$ cat src/rtl/ldm_stm_seq_if.sv
// ldm_stm_seq_if
//   Bundles the issue, regfile and memory signals of the LDM/STM sequencer.
//   master : the sequencer (drives regfile selects/strobes and the memory bus)
//   slave  : the environment (issue logic, register file, data memory)
//
// Handshake: a memory beat is offered while mem_req=1; mem_addr, mem_we and
// mem_wdata stay stable until a rising edge samples mem_ack=1 with mem_req=1,
// which completes the beat (mem_rdata is valid in that same cycle). mem_ack
// is a don't-care whenever mem_req=0. start is only looked at while the
// sequencer is idle; done (and error, on timeout) are one-cycle pulses.
interface ldm_stm_seq_if;
  logic        start;
  logic        is_load;
  logic        up;
  logic        pre;
  logic [15:0] reg_list;
  logic [3:0]  base_sel;
  logic [31:0] base_addr;
  logic [3:0]  rf_sel_p0;
  logic [31:0] rf_p0;
  logic [3:0]  rf_sel_in;
  logic        rf_in_enable;
  logic [31:0] rf_in_reg;
  logic        mem_req;
  logic        mem_we;
  logic [31:0] mem_addr;
  logic [31:0] mem_wdata;
  logic [31:0] mem_rdata;
  logic        mem_ack;
  logic        busy;
  logic        done;
  logic        error;

  modport master (
    input  start, is_load, up, pre, reg_list, base_sel, base_addr,
    input  rf_p0, mem_rdata, mem_ack,
    output rf_sel_p0, rf_sel_in, rf_in_enable, rf_in_reg,
    output mem_req, mem_we, mem_addr, mem_wdata,
    output busy, done, error
  );

  modport slave (
    output start, is_load, up, pre, reg_list, base_sel, base_addr,
    output rf_p0, mem_rdata, mem_ack,
    input  rf_sel_p0, rf_sel_in, rf_in_enable, rf_in_reg,
    input  mem_req, mem_we, mem_addr, mem_wdata,
    input  busy, done, error
  );
endinterface

$ cat src/rtl/ldm_stm_seq.sv
// ldm_stm_seq
//   Multi-register transfer sequencer (ARM LDM/STM). Walks reg_list from the
//   lowest set bit upward, one memory beat per set bit; the lowest register
//   always maps to the lowest address. Owns both regfile ports while busy.
//
// Ports
//   i_clock      : system clock, rising edge
//   i_reset      : synchronous, active-high reset
//   bus          : ldm_stm_seq_if.master (issue, regfile and memory signals)
//   o_dbg_state  : current FSM state (0 IDLE, 1 XFER, 2 WB, 3 FINISH)
//
// Parameters
//   ADDR_STEP    : byte increment per transferred word
//   ACK_TIMEOUT  : max wait cycles for mem_ack per beat, 0 = wait forever
//
// Build option
//   BASE_WRITEBACK_EN : when defined, the final base address is written to
//   base_sel after the last beat (skipped for a load whose list contains the
//   base register, so the loaded value wins).
module ldm_stm_seq #(
  parameter int ADDR_STEP   = 4,
  parameter int ACK_TIMEOUT = 0
) (
  input  logic         i_clock,
  input  logic         i_reset,
  ldm_stm_seq_if.master bus,
  output logic [1:0]   o_dbg_state
);

`ifdef BASE_WRITEBACK_EN
  typedef enum logic [1:0] {S_IDLE = 2'd0, S_XFER = 2'd1, S_WB = 2'd2, S_FINISH = 2'd3} state_t;
`else
  typedef enum logic [1:0] {S_IDLE = 2'd0, S_XFER = 2'd1, S_FINISH = 2'd3} state_t;
`endif

  localparam logic [31:0] STEP    = 32'(ADDR_STEP);
  localparam logic [15:0] TO_LAST = (ACK_TIMEOUT > 0) ? 16'(ACK_TIMEOUT - 1) : 16'd0;

  state_t      r_state;
  logic [15:0] r_list;
  logic [31:0] r_addr;
  logic        r_load;
  logic        r_we;
  logic        r_mem_req;
  logic        r_busy;
  logic        r_done;
  logic        r_error;
  logic [15:0] r_wait;
`ifdef BASE_WRITEBACK_EN
  logic [31:0] r_final;
  logic [3:0]  r_base_sel;
  logic        r_skip_wb;
`endif

  logic [4:0]  w_n;
  logic [31:0] w_span;
  logic [31:0] w_first;
  logic [3:0]  w_cur;
  logic [15:0] w_list_next;
  logic        w_ack;
  logic        w_timeout;
  logic        w_ld_wr;
  logic        w_wb;

  // Number of registers in the incoming list and the byte span they cover.
  always_comb begin
    w_n = 5'd0;
    for (int i = 0; i < 16; i++) begin
      w_n = w_n + {4'd0, bus.reg_list[i]};
    end
  end
  assign w_span = STEP * {27'd0, w_n};

  // Descending modes start at the bottom of the block so the lowest register
  // still lands at the lowest address and every beat adds STEP.
  always_comb begin
    case ({bus.up, bus.pre})
      2'b10:   w_first = bus.base_addr;
      2'b11:   w_first = bus.base_addr + STEP;
      2'b00:   w_first = bus.base_addr - w_span + STEP;
      default: w_first = bus.base_addr - w_span;
    endcase
  end

  // Lowest set bit of the remaining list is the register for this beat.
  always_comb begin
    w_cur = 4'd0;
    for (int i = 15; i >= 0; i--) begin
      if (r_list[i]) w_cur = 4'(i);
    end
  end
  assign w_list_next = r_list & (r_list - 16'd1);

  assign w_ack     = (r_state == S_XFER) && bus.mem_ack;
  assign w_timeout = (ACK_TIMEOUT > 0) && (r_state == S_XFER) && !bus.mem_ack && (r_wait == TO_LAST);
  assign w_ld_wr   = w_ack && r_load;
`ifdef BASE_WRITEBACK_EN
  assign w_wb      = (r_state == S_WB);
`else
  assign w_wb      = 1'b0;
`endif

  always_ff @(posedge i_clock) begin
    if (i_reset) begin
      r_state   <= S_IDLE;
      r_list    <= 16'd0;
      r_addr    <= 32'd0;
      r_load    <= 1'b0;
      r_we      <= 1'b0;
      r_mem_req <= 1'b0;
      r_busy    <= 1'b0;
      r_done    <= 1'b0;
      r_error   <= 1'b0;
      r_wait    <= 16'd0;
`ifdef BASE_WRITEBACK_EN
      r_final    <= 32'd0;
      r_base_sel <= 4'd0;
      r_skip_wb  <= 1'b0;
`endif
    end else begin
      r_done  <= 1'b0;
      r_error <= 1'b0;
      case (r_state)
        S_IDLE: begin
          if (bus.start) begin
            r_list <= bus.reg_list;
            r_addr <= w_first;
            r_load <= bus.is_load;
            r_wait <= 16'd0;
`ifdef BASE_WRITEBACK_EN
            r_final    <= bus.up ? (bus.base_addr + w_span) : (bus.base_addr - w_span);
            r_base_sel <= bus.base_sel;
            r_skip_wb  <= bus.is_load && bus.reg_list[bus.base_sel];
`endif
            if (bus.reg_list == 16'd0) begin
              r_done  <= 1'b1;
              r_state <= S_FINISH;
            end else begin
              r_mem_req <= 1'b1;
              r_we      <= !bus.is_load;
              r_busy    <= 1'b1;
              r_state   <= S_XFER;
            end
          end
        end
        S_XFER: begin
          if (w_ack) begin
            r_list <= w_list_next;
            r_addr <= r_addr + STEP;
            r_wait <= 16'd0;
            if (w_list_next == 16'd0) begin
              r_mem_req <= 1'b0;
              r_we      <= 1'b0;
`ifdef BASE_WRITEBACK_EN
              if (!r_skip_wb) begin
                r_state <= S_WB;
              end else begin
                r_busy  <= 1'b0;
                r_done  <= 1'b1;
                r_state <= S_FINISH;
              end
`else
              r_busy  <= 1'b0;
              r_done  <= 1'b1;
              r_state <= S_FINISH;
`endif
            end
          end else if (w_timeout) begin
            // Abandon the transfer: no further beats and no base update.
            r_list    <= 16'd0;
            r_mem_req <= 1'b0;
            r_we      <= 1'b0;
            r_busy    <= 1'b0;
            r_done    <= 1'b1;
            r_error   <= 1'b1;
            r_state   <= S_FINISH;
          end else begin
            r_wait <= r_wait + 16'd1;
          end
        end
`ifdef BASE_WRITEBACK_EN
        S_WB: begin
          r_busy  <= 1'b0;
          r_done  <= 1'b1;
          r_state <= S_FINISH;
        end
`endif
        S_FINISH: r_state <= S_IDLE;
        default:  r_state <= S_IDLE;
      endcase
    end
  end

  // Load data is forwarded to the write port in the ack cycle itself, so the
  // write strobe is decoded from state plus mem_ack rather than registered.
  assign bus.rf_sel_p0    = w_cur;
  assign bus.mem_wdata    = bus.rf_p0;
  assign bus.mem_req      = r_mem_req;
  assign bus.mem_we       = r_we;
  assign bus.mem_addr     = r_addr;
  assign bus.rf_in_enable = w_ld_wr || w_wb;
`ifdef BASE_WRITEBACK_EN
  assign bus.rf_sel_in    = w_wb ? r_base_sel : w_cur;
  assign bus.rf_in_reg    = w_wb ? r_final : bus.mem_rdata;
`else
  assign bus.rf_sel_in    = w_cur;
  assign bus.rf_in_reg    = bus.mem_rdata;
`endif
  assign bus.busy         = r_busy;
  assign bus.done         = r_done;
  assign bus.error        = r_error;
  assign o_dbg_state      = r_state;

endmodule
$ cat src/flat_wrapper.sv
// flat-port wrapper written by rule: the top's interface ports become plain ports
module ldm_stm_seq_flat 
#(
  parameter int ADDR_STEP   = 4,
  parameter int ACK_TIMEOUT = 0
)
  (i_clock, i_reset, o_dbg_state, bus_start, bus_is_load, bus_up, bus_pre, bus_reg_list, bus_base_sel, bus_base_addr, bus_rf_p0, bus_mem_rdata, bus_mem_ack, bus_rf_sel_p0, bus_rf_sel_in, bus_rf_in_enable, bus_rf_in_reg, bus_mem_req, bus_mem_we, bus_mem_addr, bus_mem_wdata, bus_busy, bus_done, bus_error);
  ldm_stm_seq_if bus_i ();
  input  logic i_clock;
  input  logic i_reset;
  output logic [1:0] o_dbg_state;
  input wire logic [$bits(bus_i.start)-1:0] bus_start;
  input wire logic [$bits(bus_i.is_load)-1:0] bus_is_load;
  input wire logic [$bits(bus_i.up)-1:0] bus_up;
  input wire logic [$bits(bus_i.pre)-1:0] bus_pre;
  input wire logic [$bits(bus_i.reg_list)-1:0] bus_reg_list;
  input wire logic [$bits(bus_i.base_sel)-1:0] bus_base_sel;
  input wire logic [$bits(bus_i.base_addr)-1:0] bus_base_addr;
  input wire logic [$bits(bus_i.rf_p0)-1:0] bus_rf_p0;
  input wire logic [$bits(bus_i.mem_rdata)-1:0] bus_mem_rdata;
  input wire logic [$bits(bus_i.mem_ack)-1:0] bus_mem_ack;
  output wire logic [$bits(bus_i.rf_sel_p0)-1:0] bus_rf_sel_p0;
  output wire logic [$bits(bus_i.rf_sel_in)-1:0] bus_rf_sel_in;
  output wire logic [$bits(bus_i.rf_in_enable)-1:0] bus_rf_in_enable;
  output wire logic [$bits(bus_i.rf_in_reg)-1:0] bus_rf_in_reg;
  output wire logic [$bits(bus_i.mem_req)-1:0] bus_mem_req;
  output wire logic [$bits(bus_i.mem_we)-1:0] bus_mem_we;
  output wire logic [$bits(bus_i.mem_addr)-1:0] bus_mem_addr;
  output wire logic [$bits(bus_i.mem_wdata)-1:0] bus_mem_wdata;
  output wire logic [$bits(bus_i.busy)-1:0] bus_busy;
  output wire logic [$bits(bus_i.done)-1:0] bus_done;
  output wire logic [$bits(bus_i.error)-1:0] bus_error;
  assign bus_i.start = bus_start;
  assign bus_i.is_load = bus_is_load;
  assign bus_i.up = bus_up;
  assign bus_i.pre = bus_pre;
  assign bus_i.reg_list = bus_reg_list;
  assign bus_i.base_sel = bus_base_sel;
  assign bus_i.base_addr = bus_base_addr;
  assign bus_i.rf_p0 = bus_rf_p0;
  assign bus_i.mem_rdata = bus_mem_rdata;
  assign bus_i.mem_ack = bus_mem_ack;
  assign bus_rf_sel_p0 = bus_i.rf_sel_p0;
  assign bus_rf_sel_in = bus_i.rf_sel_in;
  assign bus_rf_in_enable = bus_i.rf_in_enable;
  assign bus_rf_in_reg = bus_i.rf_in_reg;
  assign bus_mem_req = bus_i.mem_req;
  assign bus_mem_we = bus_i.mem_we;
  assign bus_mem_addr = bus_i.mem_addr;
  assign bus_mem_wdata = bus_i.mem_wdata;
  assign bus_busy = bus_i.busy;
  assign bus_done = bus_i.done;
  assign bus_error = bus_i.error;
  ldm_stm_seq #(.ADDR_STEP(ADDR_STEP), .ACK_TIMEOUT(ACK_TIMEOUT)) u_core (.i_clock(i_clock), .i_reset(i_reset), .bus(bus_i), .o_dbg_state(o_dbg_state));
endmodule
$ cat config.mk
export PLATFORM = sky130hd
export DESIGN_NAME = ldm_stm_seq_flat
export DESIGN_NICKNAME = d
export VERILOG_FILES = /design/src/rtl/ldm_stm_seq_if.sv /design/src/rtl/ldm_stm_seq.sv /design/src/flat_wrapper.sv
export SDC_FILE = /design/constraint.sdc
export NUM_CORES = 1
export LEC_CHECK = 0
export ABC_AREA = 1
export BUFFER_PORTS_ARGS = -buffer_cell sky130_fd_sc_hd__buf_2
export CAP_MARGIN = 20
export CORE_MARGIN = 4
export CORE_UTILIZATION = 39
export CTS_CLUSTER_DIAMETER = 100
export DETAILED_ROUTE_END_ITERATION = 10
export GPL_TIMING_DRIVEN = 1
export SLEW_MARGIN = 20
export SYNTH_ARGS = -nofsm -noshare
export SYNTH_HDL_FRONTEND = slang
export SYNTH_SLANG_ARGS = --single-unit
$ cat constraint.sdc
create_clock -name i_clock -period 9.14 [get_ports i_clock]
set_input_delay 0.914 -clock i_clock [delete_from_list [all_inputs] [get_ports i_clock]]
set_output_delay 0.914 -clock i_clock [all_outputs]
set_load 0.01 [all_outputs]
==> run_results.csv <==
group,metric,value,unit
floorplan,die_w,147.1,µm
timing,min_period_over_period,74.30,%
hold_path,hold_end,"u_core.r_load",
power_and_ir_drop,p_sw,0.6334,mW
final_layout,drive_gt1_share,14.52,%
logic_synthesis,synth_edf_count,0,
grt,grt_overflow,0,
logic_synthesis,yosys.area.top_type,"nand2_1",
floorplan,die_h,147.1,µm
clock_network,hold_buffers,0,
logic_synthesis,synthAdderAreaFrac,5.738,%
timing,fin_setup_tns,0,ns
logic_synthesis,synthSimpleGateAreaFrac,43.08,%
power_and_ir_drop,p_comb_share,60.3,%
hold_path,holdPathStages,2,
grt,grt_pass1_vias,7775,
logic_synthesis,synth_most_common_cell,"nand2_1",
logic_synthesis,syn_inst,1338,
logic_synthesis,synthMuxAreaShare,0,%
drt,vias_per_cell,5.361,
hold_path,hp-class,"register to register",
drt,routed_wl,24.64,mm
worst_setup_path,path_class,"input pin to register",
drt,drcViolationCount,0,
final_layout,area_growth_syn_to_layout,4.279,%
logic_synthesis,synth_area,7545,µm²
logic_synthesis,yosysWarnings,0,
drt,ant_nets,0,
logic_synthesis,synth-xor-area-share,0.5804,%
timing,clock_skew,0.01094,ns
worst_setup_path,startpoint_type,"input pin",
drt,first_pass_iters,5,
logic_synthesis,synth_top_family_by_area,"simple AND/OR/NAND/NOR gates",
drt,drt_iter0_drc,734,
grt,grt_pass1_wl,38.78,mm
logic_synthesis,ys_seq_area_share,14.33,%
clock_network,clockBufferDepth,2,
clock_network,post_cts_resized,0,
grt,grt_max_degree,63,
floorplan,start_util,39.93,%
timing,worst_pin_slew,0.8890,ns
floorplan,dieArea,21640,µm²
logic_synthesis,synth.distinct_cells,52,
clock_network,post_cts_buffers,0,
logic_synthesis,synthTopCellsByArea,"nand2_1, dfxtp_1, nand3_1, inv_1, buf_4",
timing,finalHoldViolations,0,
place,place_congestion,0.9071,
timing,setup_violations,0,
worst_setup_path,rr_worst_depth,11,
timing,relSlewSlack,40.67,%
clock_network,clock_latency,0.30,ns
final_layout,seq_area,1081,µm²
timing,layout_min_cycle_time,6.791,ns
logic_synthesis,async_reset_ff_share,0,%
power_and_ir_drop,peakVddDrop,0.07115,mV
power_and_ir_drop,pwr-share-seq,23.7,%
power_and_ir_drop,power_density,159.6,nW/µm²
worst_setup_path,timing.rr.start,"u_core.o_dbg_state[1]",
grt,antenna_found_initial,0,
worst_setup_path,slowest_delay,0.55,ns
worst_setup_path,crit_required,9.37,ns
worst_setup_path,cp_top_family,"adder cells",
worst_setup_path,crit_arrival,7.02,ns
logic_synthesis,synth-compound-area-share,18.06,%
clock_network,numCtsBuffers,5,
logic_synthesis,ys.flop_type,"dfxtp_1",
clock_network,cts.sinks,54,
clock_network,cts_root_buf,"clkbuf_16",
timing,max_freq,147.3,MHz
worst_setup_path,reg2reg_to,"u_core.bus.mem_addr[12]",
outcome,status,"complete, no violations",
final_layout,fill_cells,2178,
logic_synthesis,syn_avg_cell_area,5.639,µm²
final_layout,antenna_cells,0,
floorplan,num_io_pins,235,
power_and_ir_drop,clockPowerShare,16.0,%
clock_network,cts_tree,"yes",
timing,slew_violations,0,
worst_setup_path,cp-end-kind,"register",
drt,routedWlPerCell,15.37,µm
timing,rsz0062_at_grt,"false",
drt,vias,8593,
grt,grt.total_usage,21.58,%
hold_path,min_from,"u_core.r_load",
job,maxCapViolCount,0,
floorplan,core_region_area,18890,µm²
power_and_ir_drop,switching_share,50.42,%
power_and_ir_drop,p_leak,3.743,nW
worst_setup_path,critPathBufInv,5,
clock_network,h-tree-depth,2,
worst_setup_path,startpoint,"bus_reg_list[0]",
power_and_ir_drop,power.internal,0.6227,mW
worst_setup_path,cp_slowest_cell,"fa_1",
logic_synthesis,synthTopCellsByCount,"nand2_1, inv_1, nor2_1, nand3_1, a21oi_1",
final_layout,nets,1493,
worst_setup_path,r2r_slack,6.21,ns
floorplan,rows,50,
worst_setup_path,cpMostUsedCell,"fa_1",
clock_network,clk_pin_slew_worst_paths,0.07,ns
power_and_ir_drop,finalPower,1.256,mW
final_layout,multiInputGateArea,5099,µm²
logic_synthesis,synth_top_cell_area_share,16.67,%
place,hpwl,18.82,mm
logic_synthesis,ys_ff_latch,54,
place,io_buffers,101,
logic_synthesis,syn-num-nets,1489,
worst_setup_path,cp_max_fo,3,
## worst max path at each step
stage / end / slack, ns / cells past startpoint
final: u_core.bus.mem_addr[16] / 2.35 / 26
after global routing: u_core.bus.mem_addr[30] / 1.98 / 28
after CTS: u_core.bus.mem_addr[30] / 2.40 / 28
after detailed placement: u_core.bus.mem_addr[30] / 2.11 / 28
after global placement: u_core.bus.mem_addr[30] / 2.17 / 28
after floorplan: u_core.bus.mem_addr[30] / 2.85 / 27
## power groups by stage
stage | registers [mW] | logic [mW] | clock network (mW)
2_1_floorplan | 0.304 | 0.585 | 0
3_3_place_gp | 0.302 | 0.742 | 0
3_5_place_dp | 0.302 | 0.751 | 0
4_1_cts | 0.297 | 0.754 | 0.206
5_1_grt | 0.303 | 0.853 | 0.216
6_report | 0.298 | 0.757 | 0.201
## layout make-up
| class | count | share of cell area, % |
|---|---|---|
| sequential | 54 | 13.74 |
| inverter | 173 | 8.254 |
| clock buffer | 7 | 1.813 |
| timing repair buffer | 109 | 7.188 |
| tap | 260 | 4.135 |
| clock inverter | 1 | 0.06361 |
| multi-input combinational | 999 | 64.81 |
## state kept, by name, summed over array words and instances (netlist names)
name                 flops
u_core.bus.done          1
u_core.r_list           16
u_core.bus.mem_we        1
u_core.o_dbg_state       2
u_core.bus.mem_addr     32
u_core.r_load            1
u_core.bus.mem_req       1
## worst register-to-register path, stage by stage (launching register included)
cell and delay (ns):
dfxtp_1 0.43, nor2_2 0.06, buf_4 0.26, inv_2 0.08, buf_4 0.58, nor2_1 0.18, nor2_2 0.11, buf_4 0.34
clkinv_1 0.12, buf_4 0.33, o21ai_0 0.26, a31oi_1 0.06
## placed cells by master (no fill, tap or decap), types with 2 or more instances in the layout
cell and count:
a2111oi_0 2, nand2_1 335, nand4_1 24, nor3_1 14, o21ai_0 75, a221oi_1 3
clkinv_1 4, nand3_2 10, inv_1 156, inv_2 13, or2_2 4, nor4_1 2
clkbuf_16 5, nor2_1 140, fa_1 11, o221ai_1 3, nand2_4 2, o31ai_1 2
nor2_4 6, o21a_1 3, xnor2_1 2, a21oi_2 5, o21bai_1 5, ha_1 17
buf_2 101, a31oi_1 26, a21oi_1 93, xor2_1 3, o21ai_1 11, nand3_1 137
nand3b_1 7, nor2_2 14, nand2_2 20, buf_4 8, dfxtp_1 54, o211ai_1 11
## logic make-up after synthesis
group           count (synthesis)
compound gates                243
xor+xnor                        5
fa+ha+maj                      28
buf+inv                       285
flops                          54
other cells                     1
simple gates                  722
## stage by stage
step                      cell area, µm²  utilization, %  setup WS (ns)  hold slack, ns  instances
after CTS                           7868           41.64          2.404          0.4702       1603
after detailed placement            7720           40.86          2.108          0.4591       1595
final                               7868           41.64          2.349          0.4633       1603
after floorplan                     7545               -          2.846          0.4300       1338
after global routing                7868           41.64          1.980          0.5029       1603
after global placement              7720           40.86          2.169          0.4521       1595
## routing by layer
metal | GRT usage, % | wire, µm
met1 | 29.90 | 11250
met2 | 35.74 | 11270
met3 | 2.838 | 1677
met4 | 5.079 | 441
met5 | 0 | 0
Note: power is estimated with default switching activity, not from simulation.
